==> src/rtl/hazard_fwd_unit.sv <==
`default_nettype none
// ============================================================================
// Module      : hazard_fwd_unit
// Description : Operand-forwarding producer and D-stage stall generator.
//               Keeps a small scoreboard of the instructions in E, M and W
//               and derives the forward selects for D, E and M plus the
//               D-stage stall. Optional multiply/divide busy tracking is
//               compiled in with `define HAZARD_MDU_EN.
// Revision    : 1.0 - initial release
// ============================================================================
module hazard_fwd_unit #(
    parameter int unsigned MUL_CYCLES = 5,
    parameter int unsigned DIV_CYCLES = 10
) (
    input  logic       clk,
    input  logic       reset,
    input  logic       d_valid,
    input  logic [4:0] d_rs,
    input  logic [4:0] d_rt,
    input  logic [4:0] d_dst,
    input  logic [1:0] d_kind,
    input  logic [1:0] d_tuse_rs,
    input  logic [1:0] d_tuse_rt,
    input  logic       d_md_use,
    input  logic       e_md_start,
    input  logic       e_md_div,
    output logic       stall,
    output logic [1:0] fwd_d_rs,
    output logic [1:0] fwd_d_rt,
    output logic [1:0] fwd_e_rs,
    output logic [1:0] fwd_e_rt,
    output logic       fwd_m_rt,
    output logic       md_busy
);

    // Result kinds produced by the decoder
    localparam logic [1:0] c_KIND_NONE = 2'd0;
    localparam logic [1:0] c_KIND_LINK = 2'd1;
    localparam logic [1:0] c_KIND_ALU  = 2'd2;
    localparam logic [1:0] c_KIND_MEM  = 2'd3;

    // Forward select encoding
    localparam logic [1:0] c_SEL_RF     = 2'd0;
    localparam logic [1:0] c_SEL_M_LINK = 2'd1;
    localparam logic [1:0] c_SEL_M_ALU  = 2'd2;
    localparam logic [1:0] c_SEL_W      = 2'd3;

    // Scoreboard. Only the fields some consumer reads are kept per stage:
    // E needs everything, M needs rt (store data) plus dst/kind, W only dst.
    logic [4:0] r_e_rs;
    logic [4:0] r_e_rt;
    logic [4:0] r_e_dst;
    logic [1:0] r_e_kind;
    logic [4:0] r_m_rt;
    logic [4:0] r_m_dst;
    logic [1:0] r_m_kind;
    logic [4:0] r_w_dst;

    logic       w_hz_stall;
    logic       w_md_stall;
    logic       w_md_busy;
    logic       w_stall;
    logic [4:0] w_d_dst;

    // Select for a consumer register: M (youngest) wins over W; E never
    // forwards, and a load in M has no data yet.
    function automatic logic [1:0] f_fwd_sel(
        input logic [4:0] r,
        input logic [4:0] m_dst,
        input logic [1:0] m_kind,
        input logic [4:0] w_dst
    );
        logic [1:0] sel;
        sel = c_SEL_RF;
        if (r != 5'd0) begin
            if (m_dst == r && m_kind == c_KIND_LINK) begin
                sel = c_SEL_M_LINK;
            end else if (m_dst == r && m_kind == c_KIND_ALU) begin
                sel = c_SEL_M_ALU;
            end else if (w_dst == r) begin
                sel = c_SEL_W;
            end
        end
        return sel;
    endfunction

    // A source must wait if its producer cannot be forwarded in time for the
    // stage (tuse) where the consumer actually needs the value.
    function automatic logic f_src_stall(
        input logic [4:0] r,
        input logic [1:0] tuse,
        input logic [4:0] e_dst,
        input logic [1:0] e_kind,
        input logic [4:0] m_dst,
        input logic [1:0] m_kind
    );
        logic hit;
        hit = 1'b0;
        if (r != 5'd0) begin
            case (tuse)
                2'd0:    hit = (e_dst == r) || (m_dst == r && m_kind == c_KIND_MEM);
                2'd1:    hit = (e_dst == r) && (e_kind == c_KIND_MEM);
                default: hit = 1'b0;
            endcase
        end
        return hit;
    endfunction

    assign w_hz_stall = d_valid &&
                        (f_src_stall(d_rs, d_tuse_rs, r_e_dst, r_e_kind, r_m_dst, r_m_kind) ||
                         f_src_stall(d_rt, d_tuse_rt, r_e_dst, r_e_kind, r_m_dst, r_m_kind));

    assign w_stall = w_hz_stall || w_md_stall;

    // An instruction that writes nothing must never match a consumer
    assign w_d_dst = (d_kind == c_KIND_NONE) ? 5'd0 : d_dst;

    // Advance the scoreboard; a stalled or invalid D becomes a bubble in E
    always_ff @(posedge clk or negedge reset) begin
        if (!reset) begin
            r_e_rs   <= 5'd0;
            r_e_rt   <= 5'd0;
            r_e_dst  <= 5'd0;
            r_e_kind <= c_KIND_NONE;
            r_m_rt   <= 5'd0;
            r_m_dst  <= 5'd0;
            r_m_kind <= c_KIND_NONE;
            r_w_dst  <= 5'd0;
        end else begin
            r_w_dst  <= r_m_dst;
            r_m_rt   <= r_e_rt;
            r_m_dst  <= r_e_dst;
            r_m_kind <= r_e_kind;
            if (d_valid && !w_stall) begin
                r_e_rs   <= d_rs;
                r_e_rt   <= d_rt;
                r_e_dst  <= w_d_dst;
                r_e_kind <= d_kind;
            end else begin
                r_e_rs   <= 5'd0;
                r_e_rt   <= 5'd0;
                r_e_dst  <= 5'd0;
                r_e_kind <= c_KIND_NONE;
            end
        end
    end

`ifdef HAZARD_MDU_EN
    localparam logic [3:0] c_MUL_LOAD = 4'(MUL_CYCLES);
    localparam logic [3:0] c_DIV_LOAD = 4'(DIV_CYCLES);

    logic [3:0] r_md_cnt;

    // Busy countdown for the iterative multiply/divide unit
    always_ff @(posedge clk or negedge reset) begin
        if (!reset) begin
            r_md_cnt <= 4'd0;
        end else if (e_md_start) begin
            r_md_cnt <= e_md_div ? c_DIV_LOAD : c_MUL_LOAD;
        end else if (r_md_cnt != 4'd0) begin
            r_md_cnt <= r_md_cnt - 4'd1;
        end
    end

    assign w_md_busy  = (r_md_cnt != 4'd0);
    // The start cycle itself also blocks, since the counter loads only at the edge
    assign w_md_stall = d_md_use && (w_md_busy || e_md_start);
`else
    logic w_unused_md;
    assign w_unused_md = ^{d_md_use, e_md_start, e_md_div, 4'(MUL_CYCLES), 4'(DIV_CYCLES)};
    assign w_md_busy   = 1'b0;
    assign w_md_stall  = 1'b0;
`endif

    assign stall    = w_stall;
    assign md_busy  = w_md_busy;
    assign fwd_d_rs = f_fwd_sel(d_rs,   r_m_dst, r_m_kind, r_w_dst);
    assign fwd_d_rt = f_fwd_sel(d_rt,   r_m_dst, r_m_kind, r_w_dst);
    assign fwd_e_rs = f_fwd_sel(r_e_rs, r_m_dst, r_m_kind, r_w_dst);
    assign fwd_e_rt = f_fwd_sel(r_e_rt, r_m_dst, r_m_kind, r_w_dst);
    // Store in M takes the value retiring from W when it writes the store's rt
    assign fwd_m_rt = (r_w_dst != 5'd0) && (r_w_dst == r_m_rt);

endmodule
`default_nettype wire

==> config.mk <==
export PLATFORM = sky130hd
export DESIGN_NAME = hazard_fwd_unit
export DESIGN_NICKNAME = d
export VERILOG_FILES = /design/src/rtl/hazard_fwd_unit.sv
export SDC_FILE = /design/constraint.sdc
export NUM_CORES = 1
export LEC_CHECK = 0
export BUFFER_PORTS_ARGS = -buffer_cell sky130_fd_sc_hd__buf_2
export CELL_PAD_IN_SITES_DETAIL_PLACEMENT = 1
export CELL_PAD_IN_SITES_GLOBAL_PLACEMENT = 1
export CORE_UTILIZATION = 46
export CTS_CLUSTER_SIZE = 14
export DETAILED_ROUTE_END_ITERATION = 8
export PLACE_DENSITY = 0.83
export SLEW_MARGIN = 25
export SYNTH_ARGS = -nofsm -noshare
export SYNTH_HDL_FRONTEND = slang
export SYNTH_SLANG_ARGS = --single-unit
export TNS_END_PERCENT = 10
==> constraint.sdc <==
create_clock -name clk -period 3.3 [get_ports clk]
set_input_delay 0.165 -clock clk [delete_from_list [all_inputs] [get_ports clk]]
set_output_delay 0.165 -clock clk [all_outputs]
set_load 0.005 [all_outputs]
After elaboration in Yosys (flattened, before gate mapping)

Cells that the tools add are included.

Register bits: 34
Bits of input ports: 27
Word-level logic and storage cells: 77

Equality and inequality tests: 17
Muxes and demuxes: 25
Reductions and logical operators: 27

Operators by type and width:

| cell                                                | count |
|---|---|
| equality test 5 bit                                 | 11 |
| two-way mux 2 bit                                   | 17 |
| nonzero test 5 bit                                  | 5 |
| two-way mux 5 bit                                   | 4 |
| logical AND 1 bit                                   | 15 |
| equality test 2 x 1 -> 1 bit, second input constant | 3 |
| equality test 2 bit, second input constant          | 3 |
| zero test 2 bit                                     | 3 |
| one-hot mux 1 bit (2 select lines)                  | 2 |
| logical OR 1 bit                                    | 3 |
| two-way mux 1 bit                                   | 2 |
| zero test 1 bit                                     | 1 |

Longest topological paths before layout

Gate-level depths: netlist (run 1).

Word-level depth: 10
Depth in mapped cells: 8

Least setup slack after synthesis (run 1)

OpenSTA, ideal clock, no wires.

Path type: register -> register
Start: register r_m_dst[4]
End: register r_e_kind[0]
Setup time: 119 ps
Arrival: 1673 ps
Required time: 3181 ps
Path slack: 1508 ps
Stages on the path, launching flop included: 7
Buffers on the path: 1
Clock period less this slack: 1792 ps
Cell sequence: dfrtp_1 xnor2_1 nand3_1 or4_4 a21oi_4 buf_6 nor3_2

Longest elaborated chain between the ends: 10
Elaborated cells on any way between the ends: 15
Those cells by class: eq/ne: 2; mux: 5; reduce/logical: 8

Ends and longest elaborated chain:

| what                               | RTL line | RTL |
|---|---|---|
| start, declared                    | 55       | `logic [4:0] r_m_dst;` |
| start signal, assigned             | 132      | `r_m_dst <= r_e_dst;` |
| equality test 5 bit                | 101      | `2'd0: hit = (e_dst == r) \|\| (m_dst == r && m_kind == c_KIND_MEM);` |
| logical AND 1 bit                  | 101      |  |
| logical OR 1 bit                   | 101      |  |
| one-hot mux 1 bit (2 select lines) | 100      | `case (tuse)` |
| two-way mux 1 bit                  | 99       | `if (r != 5'd0) begin` |
| logical OR 1 bit (*)               | 110      | `(f_src_stall(d_rs, d_tuse_rs, r_e_dst, r_e_kind, r_m_dst, r_m_kind) \|\|` |
| logical AND 1 bit (*)              | 109      | `assign w_hz_stall = d_valid &&` |
| zero test 1 bit (*)                | 134      | `if (d_valid && !w_stall) begin` |
| logical AND 1 bit (*)              | 134      |  |
| two-way mux 2 bit (*)              | 134      |  |
| end signal, assigned               | 124      | `r_e_kind <= c_KIND_NONE;` |
| end signal, assigned               | 138      | `r_e_kind <= d_kind;` |
| end signal, assigned               | 143      | `r_e_kind <= c_KIND_NONE;` |
| end, declared                      | 53       | `logic [1:0] r_e_kind;` |

Mark *: on every way between the ends. The rest lies on a longest branch, timed or not.

Worst setup path after layout (run 1)

Start: register r_m_dst[4]
End: output port stall

Longest elaborated chain between the ends: 7
Elaborated cells on any way between the ends: 12
Those cells by class: eq/ne: 2; mux: 4; reduce/logical: 6

Ends and longest elaborated chain:

| what                               | RTL line | RTL |
|---|---|---|
| equality test 5 bit                | 101      |  |
| logical AND 1 bit                  | 101      |  |
| logical OR 1 bit                   | 101      |  |
| one-hot mux 1 bit (2 select lines) | 100      |  |
| two-way mux 1 bit                  | 99       |  |
| logical OR 1 bit (*)               | 110      |  |
| logical AND 1 bit (*)              | 109      |  |
| end, declared                      | 27       | `output logic stall,` |

Marked as above.

==> results of run 1 <==
-- worst reg2reg max path, cell delays in order (launching register included) --
cell and delay [ns]:
sky130_fd_sc_hd__dfrtp_1 0.47, sky130_fd_sc_hd__xnor2_1 0.25, sky130_fd_sc_hd__nand3_1 0.14, sky130_fd_sc_hd__or4_4 0.51, sky130_fd_sc_hd__a21oi_4 0.56, sky130_fd_sc_hd__nor4_1 0.16
-- per-layer routing --
layer	vias to the layer above	share of wire, %
li1	765	-
met1	790	43
met2	36	53
met3	5	2.8
met4	0	0.80
met5	-	0
-- final cells by class --
class / instances / area [um^2]
inverter: 2 / 7.51
timing repair buffer: 35 / 183
sequential: 34 / 851
multi-input combinational: 160 / 1110
clock inverter: 1 / 5.00
clock buffer: 7 / 86.3
fill: 492 / 1840
tap: 50 / 62.6
-- power groups by stage --
stage | Sequential (uW) | Clock (uW) | Combinational [uW]
4_1_cts | 475 | 325 | 184
3_5_place_dp | 483 | 0 | 180
6_report | 475 | 317 | 181
2_1_floorplan | 466 | 0 | 127
3_3_place_gp | 481 | 0 | 171
5_1_grt | 478 | 337 | 203
-- cells in the mapped netlist, drive strengths merged --
master and n:
o21a 2, xnor2 33, nand3 10, nand2 20, or4 6, inv 2, a21oi 10, mux2i 8
nor4 6, buf 5, o21ai 8, clkbuf 8, nand4 1, nor2 10, a211oi 1, nor3 22
dfrtp 34, a211o 1, xor2 21, conb 1
-- how the worst max path moves through the flow --
stage | to
final | stall
after global routing | stall
after CTS | stall
after detailed placement | stall
after global placement | stall
after floorplan | r_e_kind[0]$_DFF_PN0_
-- state kept, by name, summed over array words and instances (netlist names) --
| name | flops |
|---|---|
| r_e_rs | 5 |
| r_e_rt | 5 |
| r_m_kind | 2 |
| r_m_dst | 5 |
| r_w_dst | 5 |
| r_e_dst | 5 |
| r_e_kind | 2 |
| r_m_rt | 5 |
-- cells by family (layout without fill, tap and decap cells) --
kind of cell / count (synthesis) / count (layout) / share of synthesized area [%]
multiplexers: 8 / 8 / 3.89
flip-flops: 34 / 34 / 41.3
AO/OA/AOI/OAI: 22 / 22 / 6.44
other: 1 / 1 / 0.182
buffers and inverters: 15 / 45 / 4.62
AND/OR/NAND/NOR: 75 / 75 / 20.6
XOR/XNOR: 54 / 54 / 23.0
-- per-stage QoR --
stage	utilization, %	cells
after floorplan	-	209
after global placement	53.3	280
after detailed placement	53.3	280
after CTS	55.7	289
after global routing	55.7	289
final	55.7	289
==> Flow_metrics.wiki, run 1 <==
{| class="wikitable"
! Metric !! Value
|-
| Result of the run || completed
|-
| Internal power || 693 uW
|-
| Clock-pin transition on the worst setup and hold timing paths || about 0.060 ns
|-
| Synth top area share || 41.3%
|-
| Grt met2 use || 45.5%
|-
| Critical path data arrival time || around 2.5 ns
|-
| Max FO, Critical Path || 18
|-
| Resized cells post-CTS || 0
|-
| Standby leakage power || around 0.0011 uW
|-
| Die Area || roughly 0.0047 mm^2
|-
| Initial antenna violation count || 0
|-
| Met1 global-route usage || 30.2%
|-
| CP required || 3.13 ns
|-
| TritonCTS clock tree || done
|-
| Flop and latch count out of synthesis || 34
|-
| Family with the most delay on the worst path || compound AO/OA/AOI/OAI gates
|-
| Final setup TNS || 0 ns
|-
| Worst Reg2Reg Path Length in Cells || 5
|-
| Critical path endpoint category || output port
|-
| Clock buffer depth || 2
|-
| Worst slew pin tran || roughly 0.77 ns
|-
| Number of instances in the synthesized netlist || 209
|-
| Core Footprint || 0.00414 mm^2
|-
| Global routing's busiest layer || met2
|-
| Detailed Route Iter0 Violations || 36
|-
| Post-Layout Inst Area || about 0.0023 mm^2
|-
| Number of buffers added to fix hold violations after cts || 1
|-
| Ant diodes || 0
|-
| Insertion delay of the later-clocked pin in the worst-skew pair || between 0.2 and 0.3 ns
|-
| First-pass DRT Iterations || 4
|-
| Endpoint of the most critical register-to-register path || r_e_dst[2]$_DFF_PN0_
|-
| Slowest-stage cell, CP || sky130_fd_sc_hd__a21oi_4
|-
| Starting density of the core || 49.7%
|-
| Number of cells traversed by the worst hold path || 3
|-
| Area growth from synthesis to layout || 12.1%
|-
| Reported net switching power || approximately 280 uW
|-
| Fin Clk Skew || around 0.0066 ns
|-
| Cell at the root of the clock tree || sky130_fd_sc_hd__clkbuf_8
|-
| Global-route wire length before repair || 8.20 mm
|-
| Total number of cells along the worst setup path || 6
|-
| Power density of the placed cells || between 400 and 500 mW/mm^2
|-
| Worst slack on hold paths || 0.0929 ns
|-
| Register-to-Register Setup Slack || ~1.1 ns
|-
| Post-CTS setup buffer count || 0
|-
| Peak clock frequency supported by timing || ~0.37 GHz
|-
| RSZ-0062 raised after global routing || no
|-
| Count of antenna-violating nets left after detailed routing || 0
|-
| Netlist area before placement || between 0.002 and 0.0025 mm^2
|-
| Final worst path period need || ~2.7 ns
|-
| Sw Share || ~29%
|-
| Input/output buffers || 33
|-
| Placer's final routability congestion estimate || around 0.81
|-
| Synthesized Nets || around 240
|-
| IO Count || 38
|-
| Synth unique cells || 28
|-
| Slew headroom || between 40% and 50%
|-
| Period utilisation layout || 80.9%
|-
| Number of sinks on the clock net || 34
|-
| Maxcap violations || 0
|-
| Final number of hold-violating endpoints || 0
|-
| Synth Warn # || 0
|-
| FF-to-FF Start || r_m_dst[4]$_DFF_PN0_
|-
| Share of layout cells above drive strength 1 || between 20 and 25%
|-
| Most frequent standard cell in the layout excluding fill and tap cells || sky130_fd_sc_hd__dfrtp_1
|-
| Critical path buffers and inverters || 1
|-
| Hold Path Class || in -> reg
|-
| Via count of the first global-routing pass || between 1500 and 2000
|-
| Row Count || 23
|-
| Area contributors post-synth || sky130_fd_sc_hd__dfrtp_1, sky130_fd_sc_hd__xnor2_1, sky130_fd_sc_hd__xor2_1, sky130_fd_sc_hd__nor3_2, sky130_fd_sc_hd__mux2i_1
|-
| PnR worst setup slack || 0.630 ns
|-
| Final setup violation count || 0
|-
| Met3 layer usage reported by global route || between 4 and 5%
|-
| DIE WIDTH || a little under 70 um
|-
| Cell type with the highest aggregate area in the netlist || sky130_fd_sc_hd__dfrtp_1
|-
| Fraction of power consumed by the clock network || between 30 and 40%
|-
| Overall power after layout || roughly 970 uW
|-
| Hold Path End || r_e_dst[4]$_DFF_PN0_
|-
| Combinational share of power || between 10% and 20%
|-
| Post-detailed-route wirelength per cell || around 18 um
|-
| Worst Min Path Start || d_dst[4]
|-
| Setup slack after placement || 0.954 ns
|-
| Final Net Count || 265
|-
| Mapped Avg Cell Area || between 9 and 10 um^2
|-
| Type of element launching the critical path || flip-flop
|-
| Number of levels in the clock H-tree || 2
|-
| Longest individual stage delay on the worst path || between 0.5 and 0.6 ns
|-
| Die height || approximately 69 um
|-
| WS Path Type || reg -> out
|-
| Count of pins over their slew limit || 0
|-
| Detailed placer's ending HPWL || slightly above 4 mm
|-
| DP Area || approximately 0.0022 mm^2
|-
| Post-DR vias/cell || 5.52
|-
| Seq pwr share || 48.8%
|-
| Number of buffers added by the clock tree synthesis step || 5
|-
| # DRC || 0
|-
| Launching instance or port of the critical path || r_m_dst[4]$_DFF_PN0_
|-
| Share of the yosys chip area belonging to registers || 41.3%
|-
| Congestion Overflow GR || 0
|-
| Via count of the routed design || about 1600
|-
| Largest net degree at the start of global routing || 35
|-
| Cells along the critical path || xnor2_1 -> nand3_1 -> or4_4 -> a21oi_4 -> o21a_1 -> buf_2
|-
| Overall routing resource usage || about a quarter
|-
| Most used cells in the layout excluding fill and tap cells || sky130_fd_sc_hd__dfrtp_1, sky130_fd_sc_hd__xnor2_1, sky130_fd_sc_hd__buf_2
|-
| Maximum vdd ir drop || between 0.2 and 0.3 mV
|-
| Total detailed-routing wirelength || between 5 and 6 mm
|}
No activity file was read; power rests on OpenSTA's default activity.
==> run 2, diff against run 1 <==
--- a/config.mk
+++ b/config.mk
@@ -5,13 +5,14 @@
 export SDC_FILE = /design/constraint.sdc
 export NUM_CORES = 1
 export LEC_CHECK = 0
+export ABC_AREA = 1
 export BUFFER_PORTS_ARGS = -buffer_cell sky130_fd_sc_hd__buf_2
 export CELL_PAD_IN_SITES_DETAIL_PLACEMENT = 1
 export CELL_PAD_IN_SITES_GLOBAL_PLACEMENT = 1
-export CORE_UTILIZATION = 46
+export CORE_UTILIZATION = 40
 export CTS_CLUSTER_SIZE = 14
 export DETAILED_ROUTE_END_ITERATION = 8
-export PLACE_DENSITY = 0.83
+export PLACE_DENSITY = 0.77
 export SLEW_MARGIN = 25
 export SYNTH_ARGS = -nofsm -noshare
 export SYNTH_HDL_FRONTEND = slang
==> constraint.sdc (replaced) <==
create_clock -name clk -period 2.5 [get_ports clk]
set_input_delay 0.125 -clock clk [delete_from_list [all_inputs] [get_ports clk]]
set_output_delay 0.125 -clock clk [all_outputs]
set_load 0.005 [all_outputs]
==> run 2 against run 1 <==
Sequential power increased by 31%. First-iteration DRC count increased by 130%. Final cell count increased by 24%. Synthesized area decreased by 2.7%. Non-clock buffer count decreased by 1. Routed wire length decreased by 3.6%. Sequential cell count unchanged. Clock skew decreased by 0.00096 ns. Clock power increased by 52%. Core utilization decreased by 6.9 points. Clock-buffer cell count increased by 1. Critical endpoint unchanged. Largest power group unchanged.
==> Flow_metrics.wiki, run 2 <==
{| class="wikitable"
! Metric !! Value
|-
| Filler Cells Inserted || ~620
|-
| Number of sinks on the clock net || 34
|-
| Most frequent standard cell in the layout excluding fill and tap cells || sky130_fd_sc_hd__nand2_1
|-
| Final setup TNS || 0 ns
|-
| CP required || 2.38 ns
|-
| Maximum vdd ir drop || between 0.3 and 0.4 mV
|-
| Count of pins over their slew limit || 0
|-
| Period utilisation layout || about four fifths
|-
| Post-DR vias/cell || roughly 5.0
|-
| First-pass DRT Iterations || 4
|-
| Synth top area share || between 40% and 50%
|-
| Core Footprint || around 0.0048 mm^2
|-
| Area growth from synthesis to layout || 16.5%
|-
| Worst slew pin tran || 0.779 ns
|-
| Largest net degree at the start of global routing || 35
|-
| Synth Warn # || 0
|-
| Final number of hold-violating endpoints || 0
|-
| EDFF count, synth || 0
|-
| Die Area || between 0.005 and 0.006 mm^2
|-
| Global routing's busiest layer || met2
|-
| Area of combinational cells with multiple inputs || 0.00102 mm^2
|-
| Initial antenna violation count || 0
|-
| RSZ-0062 raised after global routing || no
|-
| Max FO, Critical Path || 6
|-
| Slew headroom || 48.1%
|-
| Via count of the first global-routing pass || between 1500 and 2000
|-
| Worst Min Path Start || d_dst[3]
|-
| Detailed placer's ending HPWL || between 4 and 5 mm
|-
| Die height || between 70 and 80 um
|-
| Critical path endpoint category || output port
|-
| Final Net Count || roughly 320
|-
| Input/output buffers || 33
|-
| Final worst path period need || 1.96 ns
|-
| Number of buffers added by the clock tree synthesis step || 5
|-
| DIE WIDTH || roughly 73 um
|-
| Maxcap violations || 0
|-
| Final setup violation count || 0
|-
| Fin Clk Skew || between 0.005 and 0.006 ns
|-
| Leading cell types by count after synthesis || sky130_fd_sc_hd__nand2_1, sky130_fd_sc_hd__nor2_1, sky130_fd_sc_hd__dfrtp_1, sky130_fd_sc_hd__inv_1, sky130_fd_sc_hd__xnor2_1
|-
| Post-Layout Inst Area || roughly 0.0023 mm^2
|-
| Top-count cell post-synth || sky130_fd_sc_hd__nand2_1
|-
| Global-route wire length before repair || ~8.6 mm
|-
| Most used cells in the layout excluding fill and tap cells || sky130_fd_sc_hd__nand2_1, sky130_fd_sc_hd__nor2_1, sky130_fd_sc_hd__dfrtp_1
|-
| Met3 layer usage reported by global route || 4.14%
|-
| Share of layout cells above drive strength 1 || ~18%
|-
| Flop and latch count out of synthesis || 34
|-
| DP Area || around 0.0022 mm^2
|-
| FF-to-FF Start || r_m_dst[2]$_DFF_PN0_
|-
| Number of instances in the synthesized netlist || between 200 and 300
|-
| IO Count || 38
|-
| Clock-pin transition on the worst setup and hold timing paths || about 0.070 ns
|-
| Total detailed-routing wirelength || between 5 and 6 mm
|-
| TritonCTS clock tree || done
|-
| Count of antenna-violating nets left after detailed routing || 0
|-
| Cell at the root of the clock tree || sky130_fd_sc_hd__clkbuf_8
|-
| Launching instance or port of the critical path || r_m_dst[2]$_DFF_PN0_
|-
| Resized cells post-CTS || 0
|-
| Ant diodes || 0
|-
| Placer's final routability congestion estimate || about 0.76
|-
| Peak clock frequency supported by timing || just over 0.5 GHz
|-
| Insertion delay of the later-clocked pin in the worst-skew pair || 0.28 ns
|-
| Post-detailed-route wirelength per cell || between 10 and 15 um
|-
| Congestion Overflow GR || 0
|-
| Share of the yosys chip area belonging to registers || 42.4%
|-
| # DRC || 0
|-
| Area contributors post-synth || sky130_fd_sc_hd__dfrtp_1, sky130_fd_sc_hd__xnor2_1, sky130_fd_sc_hd__nand2_1, sky130_fd_sc_hd__nor2_1, sky130_fd_sc_hd__xor2_1
|-
| Netlist area before placement || 0.00200 mm^2
|-
| Synth unique cells || 25
|-
| WS Path Type || reg -> out
|-
| Sequential cell area || between 800 and 900 um^2
|-
| Overall routing resource usage || a little over a fifth
|-
| Type of element launching the critical path || flip-flop
|-
| Standby leakage power || between 0.001 and 0.0015 uW
|-
| Synthesized Nets || 282
|-
| Clock buffer depth || 2
|-
| Result of the run || completed
|-
| Row Count || 25
|-
| Grt met2 use || between 40% and 50%
|-
| Detailed Route Iter0 Violations || 83
|-
| Primary FF master, synth || sky130_fd_sc_hd__dfrtp_1
|-
| Number of levels in the clock H-tree || 2
|-
| Power density of the placed cells || between 500 and 600 mW/mm^2
|-
| Mapped Avg Cell Area || 7.86 um^2
|-
| Final core utilization || 48.8%
|-
| Hold Path Class || in -> reg
|-
| Share of async-settable or async-resettable flops after synthesis || between 90% and 100%
|-
| Via count of the routed design || between 1500 and 2000
|-
| Cell type with the highest aggregate area in the netlist || sky130_fd_sc_hd__dfrtp_1
|-
| Met1 global-route usage || about a quarter
|-
| Starting density of the core || a little over two fifths
|-
| Critical path data arrival time || around 1.8 ns
|}
run 2: cell count changes after synthesis, moves of 4 or more:
cell / previous run / this run
sky130_fd_sc_hd__inv_1: 2 / 26
sky130_fd_sc_hd__mux2i_1: 8 / 0
sky130_fd_sc_hd__nand2_1: 20 / 51
sky130_fd_sc_hd__nand3_1: 10 / 14
sky130_fd_sc_hd__nand4_1: 1 / 9
sky130_fd_sc_hd__nor2_1: 9 / 44
sky130_fd_sc_hd__nor3_1: 12 / 2
sky130_fd_sc_hd__nor3_2: 9 / 2
sky130_fd_sc_hd__or4_1: 5 / 0
sky130_fd_sc_hd__xnor2_1: 33 / 22
sky130_fd_sc_hd__xor2_1: 21 / 16
run 2: cell type report:
type                            instances  share of cell area [%]
Multi-Input combinational cell        188                    43.6
Timing Repair Buffer                   34                    7.50
Clock buffer                            8                    4.72
Sequential cell                        34                    36.4
Inverter                               26                    4.18
Tap cell                               67                    3.59
run 2: path summary, 6_finish.rpt:
path                       cells past startpoint  slack (ns)               endpoint
min in group asynchronous                      2        0.46    r_m_rt[3]$_DFF_PN0_
min reg2reg                                    0        0.38  r_m_kind[0]$_DFF_PN0_
max in group asynchronous                      2        1.55   r_e_dst[1]$_DFF_PN0_
max reg2reg                                    9        0.84    r_e_rs[4]$_DFF_PN0_
min                                            3        0.06   r_e_dst[3]$_DFF_PN0_
max                                            9        0.54                  stall
run 2: metrics by stage:
stage                     setup WS [ns]  cells  hold WS, ns  total power [uW]
final                             0.538    357       0.0604              1340
after global routing              0.349    357       0.0499              1400
after CTS                         0.548    357       0.0555              1350
after detailed placement          0.873    348        0.251               868
after global placement            0.912    348        0.244               857
after floorplan                    1.14    255       -0.171               774
run 2: repair_timing:
| item | in CTS | in global routing |
|---|---|---|
| endpoints found under the hold margin | 34 | 0 |
| buffers inserted | 0 | 0 |
| endpoints found under the setup margin | 0 | 0 |
| hold buffers | 1 | 0 |
run 2: where the power goes:
group          total (uW)  internal (uW)  leakage (uW)  switching, uW
combinational         234           98.5      0.000696            135
clock                 481            278     0.0000575            203
sequential            621            580      0.000443           40.8
run 2: logic make-up after synthesis:
family / count (synthesis) / share of synthesized area (%)
simple gates: 134 / 30.0
xor+xnor: 38 / 16.6
flops: 34 / 42.4
buf+inv: 33 / 6.80
compound gates: 15 / 4.00
other cells: 1 / 0.187
run 2: critical path, stage by stage, from the launching register on:
cell                       delay, ns
sky130_fd_sc_hd__dfrtp_1        0.50
sky130_fd_sc_hd__inv_1          0.10
sky130_fd_sc_hd__nand2_1        0.07
sky130_fd_sc_hd__nand2_1        0.05
sky130_fd_sc_hd__nor2_1         0.24
sky130_fd_sc_hd__nand4_1        0.14
sky130_fd_sc_hd__nand2_1        0.10
sky130_fd_sc_hd__nand2_2        0.07
sky130_fd_sc_hd__a21boi_0       0.16
sky130_fd_sc_hd__buf_2          0.13
run 2: layer usage:
metal / routed length [um] / vias to the layer above / part of all wire, %
li1: - / 863 / -
met1: 2180 / 876 / 43
met2: 2710 / 33 / 53
met3: 154 / 5 / 3.0
met4: 50 / 0 / 0.98
met5: 0 / - / 0
